==> config.mk <==
export PLATFORM = sky130hd
export DESIGN_NAME = mul_add_arbiter_flat
export DESIGN_NICKNAME = d
export VERILOG_FILES = /design/src/rtl/mul_add_arbiter_if.sv /design/src/rtl/mul_add_arbiter.sv /design/src/flat_wrapper.sv
export SDC_FILE = /design/constraint.sdc
export NUM_CORES = 1
export LEC_CHECK = 0
export CAP_MARGIN = 20
export CORE_UTILIZATION = 40
export DETAILED_ROUTE_END_ITERATION = 7
export PLACE_DENSITY_LB_ADDON = 0.3
export SYNTH_ARGS = -nofsm -noshare
export SYNTH_HDL_FRONTEND = slang
export SYNTH_SLANG_ARGS = --single-unit
==> constraint.sdc <==
create_clock -name clk -period 3.5 [get_ports clk]
set_clock_uncertainty 0.05 [all_clocks]
set_input_delay 1.05 -clock clk [delete_from_list [all_inputs] [get_ports clk]]
set_output_delay 1.05 -clock clk [all_outputs]
set_load 0.03 [all_outputs]
==> src/rtl/mul_add_arbiter_if.sv <==
// ---------------------------------------------------------------------------
// mul_add_arbiter_if
//   Bundles every non-clock signal of the mul_add_arbiter into one interface.
//   The slave modport is the arbiter's view. The master modport is the
//   environment's view: the requesters, the software flush control and the
//   shared multiply-add unit that drives mul_out.
//
//   req_valid  N_REQ      per-requester operand valid
//   req_a/b/c  N_REQ*W    operands, requester i at [i*W +: W]
//   req_ready  N_REQ      one-hot combinational grant
//   flush      1          stop granting and drain in-flight ops
//   mul_a/b/c  W          registered operands toward the shared unit
//   mul_out    OUT_W      result coming back from the shared unit
//   resp_valid 1          one-cycle response strobe
//   resp_id    ID_W       requester index of the response
//   resp_data  OUT_W      a*b + c of the response
//   busy       1          ops in flight or draining
//   issued_cnt 16         wrapping count of accepted transfers
// ---------------------------------------------------------------------------
interface mul_add_arbiter_if #(
  parameter int N_REQ = 4,
  parameter int W     = 8,
  parameter int OUT_W = 2*W+1,
  parameter int ID_W  = $clog2(N_REQ)
);
  logic [N_REQ-1:0]   req_valid;
  logic [N_REQ*W-1:0] req_a;
  logic [N_REQ*W-1:0] req_b;
  logic [N_REQ*W-1:0] req_c;
  logic [N_REQ-1:0]   req_ready;
  logic               flush;
  logic [W-1:0]       mul_a;
  logic [W-1:0]       mul_b;
  logic [W-1:0]       mul_c;
  logic [OUT_W-1:0]   mul_out;
  logic               resp_valid;
  logic [ID_W-1:0]    resp_id;
  logic [OUT_W-1:0]   resp_data;
  logic               busy;
  logic [15:0]        issued_cnt;

  modport master (
    output req_valid, req_a, req_b, req_c, flush, mul_out,
    input  req_ready, mul_a, mul_b, mul_c, resp_valid, resp_id, resp_data,
           busy, issued_cnt
  );

  modport slave (
    input  req_valid, req_a, req_b, req_c, flush, mul_out,
    output req_ready, mul_a, mul_b, mul_c, resp_valid, resp_id, resp_data,
           busy, issued_cnt
  );
endinterface

==> src/rtl/mul_add_arbiter.sv <==
// ---------------------------------------------------------------------------
// mul_add_arbiter
//   Round-robin arbiter in front of one shared, registered multiply-add unit
//   (out = a*b + c). One operand set is accepted per cycle, registered onto
//   the unit inputs, and its requester ID travels down a parallel ID pipeline
//   so the result comes back tagged with the ID. A RUN/DRAIN FSM lets
//   software stop new grants and wait for the unit to go idle.
//
//   clk   rising-edge clock
//   rst   asynchronous active-high reset
//   bus   mul_add_arbiter_if.slave (requests, grants, unit I/O, responses,
//         flush, busy, issued_cnt)
// ---------------------------------------------------------------------------
module mul_add_arbiter #(
  parameter int N_REQ   = 4,
  parameter int W       = 8,
  parameter int LATENCY = 1,
  parameter int OUT_W   = 2*W+1,
  parameter int ID_W    = $clog2(N_REQ)
) (
  input  logic             clk,
  input  logic             rst,
  mul_add_arbiter_if.slave bus
);

  typedef enum logic {RUN, DRAIN} state_e;

  state_e                     state_q, state_d;
  logic [ID_W-1:0]            ptr_q, ptr_d;
  logic [LATENCY:0]           pipe_vld_q, pipe_vld_d;
  logic [LATENCY:0][ID_W-1:0] pipe_id_q, pipe_id_d;
  logic [W-1:0]               mul_a_q, mul_a_d;
  logic [W-1:0]               mul_b_q, mul_b_d;
  logic [W-1:0]               mul_c_q, mul_c_d;
  logic                       resp_valid_q, resp_valid_d;
  logic [ID_W-1:0]            resp_id_q, resp_id_d;
  logic [OUT_W-1:0]           resp_data_q, resp_data_d;
  logic [15:0]                issued_cnt_q, issued_cnt_d;

  logic            grant_en;
  logic            grant_found;
  logic [ID_W-1:0] grant_idx;
  logic            xfer;
  logic            pipe_empty;

  logic [W-1:0] op_a [N_REQ];
  logic [W-1:0] op_b [N_REQ];
  logic [W-1:0] op_c [N_REQ];

  // Unpack the flat operand buses so the granted index can select directly.
  for (genvar i = 0; i < N_REQ; i++) begin : g_unpack
    assign op_a[i] = bus.req_a[i*W +: W];
    assign op_b[i] = bus.req_b[i*W +: W];
    assign op_c[i] = bus.req_c[i*W +: W];
  end

  // Round-robin search starting at ptr; only req_valid and ptr feed it, so
  // the grant can never loop back through req_ready.
  always_comb begin
    logic [ID_W-1:0] cand;
    grant_found = 1'b0;
    grant_idx   = '0;
    cand        = '0;
    for (int off = 0; off < N_REQ; off++) begin
      cand = ID_W'((int'(ptr_q) + off) % N_REQ);
      if (!grant_found && bus.req_valid[cand]) begin
        grant_found = 1'b1;
        grant_idx   = cand;
      end
    end
  end

  assign pipe_empty = (pipe_vld_q == '0);
  assign xfer       = grant_en && grant_found;

  // FSM state register.
  always_ff @(posedge clk or posedge rst) begin
    if (rst) state_q <= RUN;
    else     state_q <= state_d;
  end

  // FSM next state: leave DRAIN only once nothing is in flight and software
  // has released flush.
  always_comb begin
    state_d = state_q;
    case (state_q)
      RUN:     if (bus.flush) state_d = DRAIN;
      DRAIN:   if (pipe_empty && !bus.flush) state_d = RUN;
      default: state_d = RUN;
    endcase
  end

  // FSM outputs: flush kills the grant in the same cycle it is raised.
  always_comb begin
    grant_en      = (state_q == RUN) && !bus.flush;
    bus.req_ready = '0;
    if (grant_en && grant_found) bus.req_ready[grant_idx] = 1'b1;
    bus.busy      = !pipe_empty || (state_q == DRAIN);
  end

  // Datapath next-state: operand capture, ID pipeline shift, response
  // capture, pointer and issue counter.
  always_comb begin
    mul_a_d      = mul_a_q;
    mul_b_d      = mul_b_q;
    mul_c_d      = mul_c_q;
    ptr_d        = ptr_q;
    issued_cnt_d = issued_cnt_q;
    pipe_vld_d   = '0;
    pipe_id_d    = '0;
    resp_valid_d = pipe_vld_q[LATENCY];
    resp_id_d    = resp_id_q;
    resp_data_d  = resp_data_q;

    if (xfer) begin
      mul_a_d      = op_a[grant_idx];
      mul_b_d      = op_b[grant_idx];
      mul_c_d      = op_c[grant_idx];
      ptr_d        = ID_W'((int'(grant_idx) + 1) % N_REQ);
      issued_cnt_d = issued_cnt_q + 16'd1;
    end else if (state_q == DRAIN && state_d == RUN) begin
      ptr_d = '0;
    end

    // Stage 0 holds the op just registered onto the unit; stage LATENCY
    // lines up with the cycle its result is present on mul_out.
    pipe_vld_d[0] = xfer;
    pipe_id_d[0]  = xfer ? grant_idx : '0;
    for (int s = 1; s <= LATENCY; s++) begin
      pipe_vld_d[s] = pipe_vld_q[s-1];
      pipe_id_d[s]  = pipe_id_q[s-1];
    end

    if (pipe_vld_q[LATENCY]) begin
      resp_id_d   = pipe_id_q[LATENCY];
      resp_data_d = bus.mul_out;
    end
  end

  // Datapath registers.
  always_ff @(posedge clk or posedge rst) begin
    if (rst) begin
      ptr_q        <= '0;
      pipe_vld_q   <= '0;
      pipe_id_q    <= '0;
      mul_a_q      <= '0;
      mul_b_q      <= '0;
      mul_c_q      <= '0;
      resp_valid_q <= 1'b0;
      resp_id_q    <= '0;
      resp_data_q  <= '0;
      issued_cnt_q <= '0;
    end else begin
      ptr_q        <= ptr_d;
      pipe_vld_q   <= pipe_vld_d;
      pipe_id_q    <= pipe_id_d;
      mul_a_q      <= mul_a_d;
      mul_b_q      <= mul_b_d;
      mul_c_q      <= mul_c_d;
      resp_valid_q <= resp_valid_d;
      resp_id_q    <= resp_id_d;
      resp_data_q  <= resp_data_d;
      issued_cnt_q <= issued_cnt_d;
    end
  end

  assign bus.mul_a      = mul_a_q;
  assign bus.mul_b      = mul_b_q;
  assign bus.mul_c      = mul_c_q;
  assign bus.resp_valid = resp_valid_q;
  assign bus.resp_id    = resp_id_q;
  assign bus.resp_data  = resp_data_q;
  assign bus.issued_cnt = issued_cnt_q;

endmodule
==> src/flat_wrapper.sv <==
// flat-port wrapper written by rule: the top's interface ports become plain ports
module mul_add_arbiter_flat 
#(
  parameter int N_REQ   = 4,
  parameter int W       = 8,
  parameter int LATENCY = 1,
  parameter int OUT_W   = 2*W+1,
  parameter int ID_W    = $clog2(N_REQ)
)
  (clk, rst, bus_req_valid, bus_req_a, bus_req_b, bus_req_c, bus_flush, bus_mul_out, bus_req_ready, bus_mul_a, bus_mul_b, bus_mul_c, bus_resp_valid, bus_resp_id, bus_resp_data, bus_busy, bus_issued_cnt);
  mul_add_arbiter_if #(.N_REQ(N_REQ), .W(W), .OUT_W(OUT_W), .ID_W(ID_W)) bus_i ();
  input  logic clk;
  input  logic rst;
  input wire logic [$bits(bus_i.req_valid)-1:0] bus_req_valid;
  input wire logic [$bits(bus_i.req_a)-1:0] bus_req_a;
  input wire logic [$bits(bus_i.req_b)-1:0] bus_req_b;
  input wire logic [$bits(bus_i.req_c)-1:0] bus_req_c;
  input wire logic [$bits(bus_i.flush)-1:0] bus_flush;
  input wire logic [$bits(bus_i.mul_out)-1:0] bus_mul_out;
  output wire logic [$bits(bus_i.req_ready)-1:0] bus_req_ready;
  output wire logic [$bits(bus_i.mul_a)-1:0] bus_mul_a;
  output wire logic [$bits(bus_i.mul_b)-1:0] bus_mul_b;
  output wire logic [$bits(bus_i.mul_c)-1:0] bus_mul_c;
  output wire logic [$bits(bus_i.resp_valid)-1:0] bus_resp_valid;
  output wire logic [$bits(bus_i.resp_id)-1:0] bus_resp_id;
  output wire logic [$bits(bus_i.resp_data)-1:0] bus_resp_data;
  output wire logic [$bits(bus_i.busy)-1:0] bus_busy;
  output wire logic [$bits(bus_i.issued_cnt)-1:0] bus_issued_cnt;
  assign bus_i.req_valid = bus_req_valid;
  assign bus_i.req_a = bus_req_a;
  assign bus_i.req_b = bus_req_b;
  assign bus_i.req_c = bus_req_c;
  assign bus_i.flush = bus_flush;
  assign bus_i.mul_out = bus_mul_out;
  assign bus_req_ready = bus_i.req_ready;
  assign bus_mul_a = bus_i.mul_a;
  assign bus_mul_b = bus_i.mul_b;
  assign bus_mul_c = bus_i.mul_c;
  assign bus_resp_valid = bus_i.resp_valid;
  assign bus_resp_id = bus_i.resp_id;
  assign bus_resp_data = bus_i.resp_data;
  assign bus_busy = bus_i.busy;
  assign bus_issued_cnt = bus_i.issued_cnt;
  mul_add_arbiter #(.N_REQ(N_REQ), .W(W), .LATENCY(LATENCY), .OUT_W(OUT_W), .ID_W(ID_W)) u_core (.clk(clk), .rst(rst), .bus(bus_i));
endmodule
Word-level counts from Yosys, hierarchy flattened
Cells that the tools add are included.
W data, S select, Z words.
{ "totals": {"elab_cells": 77, "ff_bits": 69, "out_inout_bits": 65, "inputBits": 120} }
{ "classes": {"n_reduce_logical": 16, "n_bitwise": 3, "addsub": 5, "order_cmp": 7, "n_mux": 34} }
{ "op_table": {"columns": ["op", "n"], "rows": [
  ["$bmux W8 S2", 3],
  ["$mux W8", 6],
  ["$add A16 B1 Y16 const B", 1],
  ["$lt A2 B3 Y1 const B", 5],
  ["$mux W2", 7],
  ["$mux W1", 11],
  ["$bmux W1 S2", 4],
  ["$logic_and A1 B1 Y1", 8],
  ["$logic_not A1 Y1", 5],
  ["$add A2 B1 Y2 const B", 2],
  ["$add A2 B2 Y2 const B", 2],
  ["$mux W4", 1],
  ["$ge A3 B3 Y1 const B", 1],
  ["$not A2 Y3", 1],
  ["$demux W1 S2", 1],
  ["$ge A2 B1 Y1 const B", 1],
  ["$logic_not A2 Y1", 1],
  ["$not A1 Y1", 2],
  ["$pmux W1 S2", 1],
  ["$reduce_bool A2 Y1", 1],
  ["$logic_or A1 B1 Y1", 1]
]} }

Logic depth before layout (Yosys ltp)
{ "depth": {"word_depth": 17, "ltp_mapped": 9, "mapped_depth_nobuf": 6} }

Worst setup path after synthesis
Ideal clock, no wire load.
{ "synth_timing": {"kind": "input to output", "startpoint": "input port bus_req_valid[3]", "endpoint": "output port bus_req_ready[3]", "t_required_ns": 2.400, "path_slack_ns": -0.260, "stages": 7, "arrival_ns": 2.660, "path_cell_list": "clkbuf_2 nor4_2 or2_1 inv_2 o221ai_2 buf_2 nor3_1"} }
{ "synth_via": {"elab_chain_len": 17, "word_cells_on_any_way": 29} }
{ "synth_rtl": {"columns": ["item", "line_no", "text"], "rows": [
  ["from (decl)", "flat_wrapper.sv:14", "input wire logic [$bits(bus_i.req_valid)-1:0] bus_req_valid;"],
  ["$bmux W1 S2", "mul_add_arbiter.sv:66", "if (!grant_found && bus.req_valid[cand]) begin"],
  ["$mux W1 (implied by the code)", "mul_add_arbiter.sv:66", null],
  ["$mux W1", "mul_add_arbiter.sv:66", null],
  ["$logic_not A1 Y1", "mul_add_arbiter.sv:66", null],
  ["$logic_and A1 B1 Y1", "mul_add_arbiter.sv:66", null],
  ["$mux W1", "mul_add_arbiter.sv:66", null],
  ["$logic_not A1 Y1", "mul_add_arbiter.sv:66", null],
  ["$logic_and A1 B1 Y1", "mul_add_arbiter.sv:66", null],
  ["$mux W1", "mul_add_arbiter.sv:66", null],
  ["$logic_not A1 Y1", "mul_add_arbiter.sv:66", null],
  ["$logic_and A1 B1 Y1", "mul_add_arbiter.sv:66", null],
  ["$mux W2", "mul_add_arbiter.sv:66", null],
  ["$lt A2 B3 Y1 (implied by the code) or $ge A2 B1 Y1 (tied branches)", "mul_add_arbiter.sv:97", "if (grant_en && grant_found) bus.req_ready[grant_idx] = 1'b1;"],
  ["$logic_and A1 B1 Y1 (implied by the code)", "mul_add_arbiter.sv:97", null],
  ["$mux W1 (implied by the code)", "mul_add_arbiter.sv:97", null],
  ["$demux W1 S2", null, null],
  ["$mux W4 (*)", "mul_add_arbiter.sv:97", null],
  ["to (decl)", "flat_wrapper.sv:20", "output wire logic [$bits(bus_i.req_ready)-1:0] bus_req_ready;"]
]} }
Mark *: on every way between the ends. The rest lies on a longest branch, timed or not. The select of a mux whose other input is x is not followed.

Worst setup path after layout
{ "layout_timing": {"startpoint": "input port bus_req_valid[2]", "endpoint": "output port bus_req_ready[2]"} }
The elaborated chain is that of the path after synthesis.

==> summary.txt <==
Synth
  – Yosys reg bits: 69
  – Most area-consuming cells after synthesis: dfrtp_1, mux2_2, mux2i_1
  – Number of synthesized flops with an enable pin: 0
  – Total of warnings raised by yosys: 0
  – Sequential-to-total area share from yosys stat: 0.488
  – Post-Synthesis Cells: 319
  – Distinct cell type count of the synthesized netlist: 42
  – Synth area leader: dfrtp_1
  – Synth top area share: 0.488
  – Most frequent cells after synthesis: dfrtp_1, mux2_2, nand4_1
  – Synth Area per Inst: 11.1 um2
  – Synth Flop Type: dfrtp_1
  – Area of the mapped netlist: 0.00354 mm2
  – Post-synth ARST share: 1.00
  – Post-synth net total: 441
  – Leading cell type by number of instances after synthesis: dfrtp_1

Outcome
  – Result of the run: finished clean

Global routing
  – Largest net degree at the start of global routing: 38
  – Antenna violations before repair: 0
  – Global router's overall resource usage: 0.239
  – Global-route wire length before repair: 17000 um
  – Via count of the first global-routing pass: 3519
  – Leftover overflow at the end of global routing: 0

Floorplanning
  – Width of the die: 96.1 um
  – Top Ports: 185
  – Die outline height: 96.1 um
  – Number of placement rows: 33
  – Initial standard-cell utilization of the core: 0.422
  – Area of the core: 0.00838 mm2
  – Total Die Area: 0.00923 mm2

Timing
  – Setup Viol. Count Final: 0
  – Setup repair after global routing missed its margin: no
  – Period utilisation layout: 0.981
  – Final worst path period need: 3430 ps
  – Highest clock rate: 291 MHz
  – Worst-margin pin slew: 729 ps
  – Final Hold Fails: 0
  – Final TNS setup: 0 ps
  – Final hold slack: 299 ps
  – Worst slew slack as a fraction of its limit: 0.513
  – Final-report max-slew violation count: 0
  – Worst Setup Slack, final: 66.4 ps

Setup path
  – Worst setup EP type: output pin
  – Worst setup path category: input pin to output pin
  – Endpoint of the most critical register-to-register path: u_core.bus.mul_c[7]$_DFFE_PP0P_
  – Maximum fanout along the worst path: 5
  – Reg2reg setup slack: 1130 ps
  – Endpoint required time on the critical path: 2400 ps
  – Register-to-Register Path Depth: 7
  – Startpoint of the lowest-slack register-to-register path: u_core.ptr_q[1]$_DFFE_PP0P_
  – CP Data Arrival Time: 2330 ps
  – Critical path startpoint category: input pin

Final layout
  – Area growth syn-to-layout: 68.2%
  – Design area: 0.00596 mm2
  – Number of standard cells in the layout, taps in and fillers out: 634
  – # diodes: 0
  – Share of the core filled with cells in the final layout: 0.711
  – Fraction of final layout cells sized beyond drive strength 1: 0.187
  – Fin nets: 646

Routing
  – Sum of met2 wire segment lengths after detailed routing: 5280 um
  – Number of routed nets with antenna violations: 0
  – DR DRC count: 0
  – WL per Instance: 16.9 um
  – Total met3 wirelength after detailed routing: 865 um
  – Uppermost routed layer: met4
  – Post-detailed-routing wire length: 10700 um
  – Routed via count divided by cell count: 5.38
  – Router iterations before antenna repair: 4
  – Met1 Wirelength: 4410 um
  – Vias after detailed routing: 3410
  – Number of design-rule violations left by the first detailed-router iteration: 132

Clocking
  – CTS root buffer: clkbuf_8
  – H-tree Lvls: 3
  – TritonCTS clock tree: built
  – Cts bufs inserted: 9
  – Total clock sinks: 69
  – Maximum buffer depth of the clock tree: 2
  – Clock edge transition at the registers on the reported setup and hold paths: 80 ps
  – Clock latency at the later pin of the worst-skew pair: 340 ps

Pwr
  – Maximum vdd ir drop: 0.246 mV
  – Power density over the cells: 572 mW/mm2
  – Total design power: 3.41 mW
  – Static leakage power: 2.50 nW

Min path
  – Hold path startpoint: u_core.pipe_id_d[3]$_DFF_PP0_
  – Hold WC Path Type: register to register
  – Worst min-delay path endpoint: u_core.pipe_id_q[3]$_DFF_PP0_
  – Worst hold stages: 0

Placed design
  – HPWL after DPL: 7580 um
  – GP Congestion: 0.773
  – Number of placed instances with taps included: 610
  – Place WS: -231 ps
  – Post-DP Area: 0.00561 mm2
  – # port buffers: 184

Flow run
  – Count of maximum capacitance violations: 0
metal layers:
metal	GRT usage	up-vias
met4	0.0746	0
li1	-	1603
met2	0.412	165
met3	0.0506	19
met5	0	-
met1	0.300	1623
cells by family after synthesis:
group	after synthesis	synth area share
buffers and inverters	31	0.0435
AOI/OAI and AO/OA	72	0.149
xor gates and xnor gates	15	0.0371
DFF	69	0.488
and+or+nand+nor	86	0.135
adders and majority gates	2	0.00707
muxes	44	0.141
flip-flops by register name, indices dropped and copies added, names as in the netlist:
register               count
u_core.bus.resp_id         2
u_core.state_q             1
u_core.pipe_id_q           2
u_core.pipe_id_d           2
u_core.bus.resp_valid      1
u_core.bus.mul_b           8
u_core.bus.mul_a           8
u_core.bus.issued_cnt     16
u_core.bus.mul_c           8
u_core.ptr_q               2
u_core.bus.resp_data      17
u_core.pipe_vld_q          2
report_power, final:
part	switching [mW]	internal, mW
Combinational	0.788	0.740
Clock	0.315	0.442
Sequential	0.144	0.980
critical path: stages:
cell           delay [ps]
dlygate4sd2_1         320
mux2i_4               110
o22a_2                280
nand2_4               110
ha_1                  150
and2_1                140
buf_4                 170
cell type report:
cell class / count / area [um2]
clock inverter: 5 / 82.6
multi-input combinational: 219 / 1710
sequential: 69 / 1730
tap: 105 / 131
inverter: 7 / 28.8
timing repair buffer: 218 / 2120
clock buffer: 11 / 151
fill: 627 / 2420
worst max-delay path by stage:
| stage | from | to | slack, ps | depth (start not counted) |
|---|---|---|---|---|
| 2_1_floorplan | bus_req_valid[3] | bus_req_ready[3] | -6 | 7 |
| 3_3_place_gp | bus_req_valid[0] | bus_req_ready[1] | -190 | 8 |
| 3_5_place_dp | bus_req_valid[0] | bus_req_ready[2] | -230 | 8 |
| 4_1_cts | bus_req_valid[0] | bus_req_ready[1] | 5 | 8 |
| 5_1_grt | bus_req_valid[2] | bus_req_ready[2] | 20 | 7 |
| 6_report | bus_req_valid[2] | bus_req_ready[2] | 70 | 7 |
what timing repair did:
action                                  in CTS  in global routing
resized for setup                           15                  6
hold buffers                                 0                  0
pin swaps                                    7                  5
endpoints found under the setup margin       4                  2
buffers inserted                             4                  4
cell usage in the layout (no fill, tap or decap), types with 4 or more instances in the layout:
| master | instances |
|---|---|
| clkdlybuf4s50_1 | 175 |
| mux2i_1 | 14 |
| a41oi_1 | 13 |
| inv_1 | 4 |
| o21ai_0 | 14 |
| a21oi_1 | 12 |
| and2_1 | 14 |
| nand3_1 | 14 |
| xor2_1 | 6 |
| dfrtp_1 | 69 |
| buf_4 | 32 |
| nand2_1 | 16 |
| a221o_1 | 10 |
| nand4_1 | 17 |
| clkbuf_8 | 11 |
| mux2_4 | 6 |
| xnor2_1 | 9 |
| nor2_1 | 9 |
| mux2_2 | 23 |
| o211ai_1 | 13 |
Note: power is estimated with default switching activity, not from simulation.
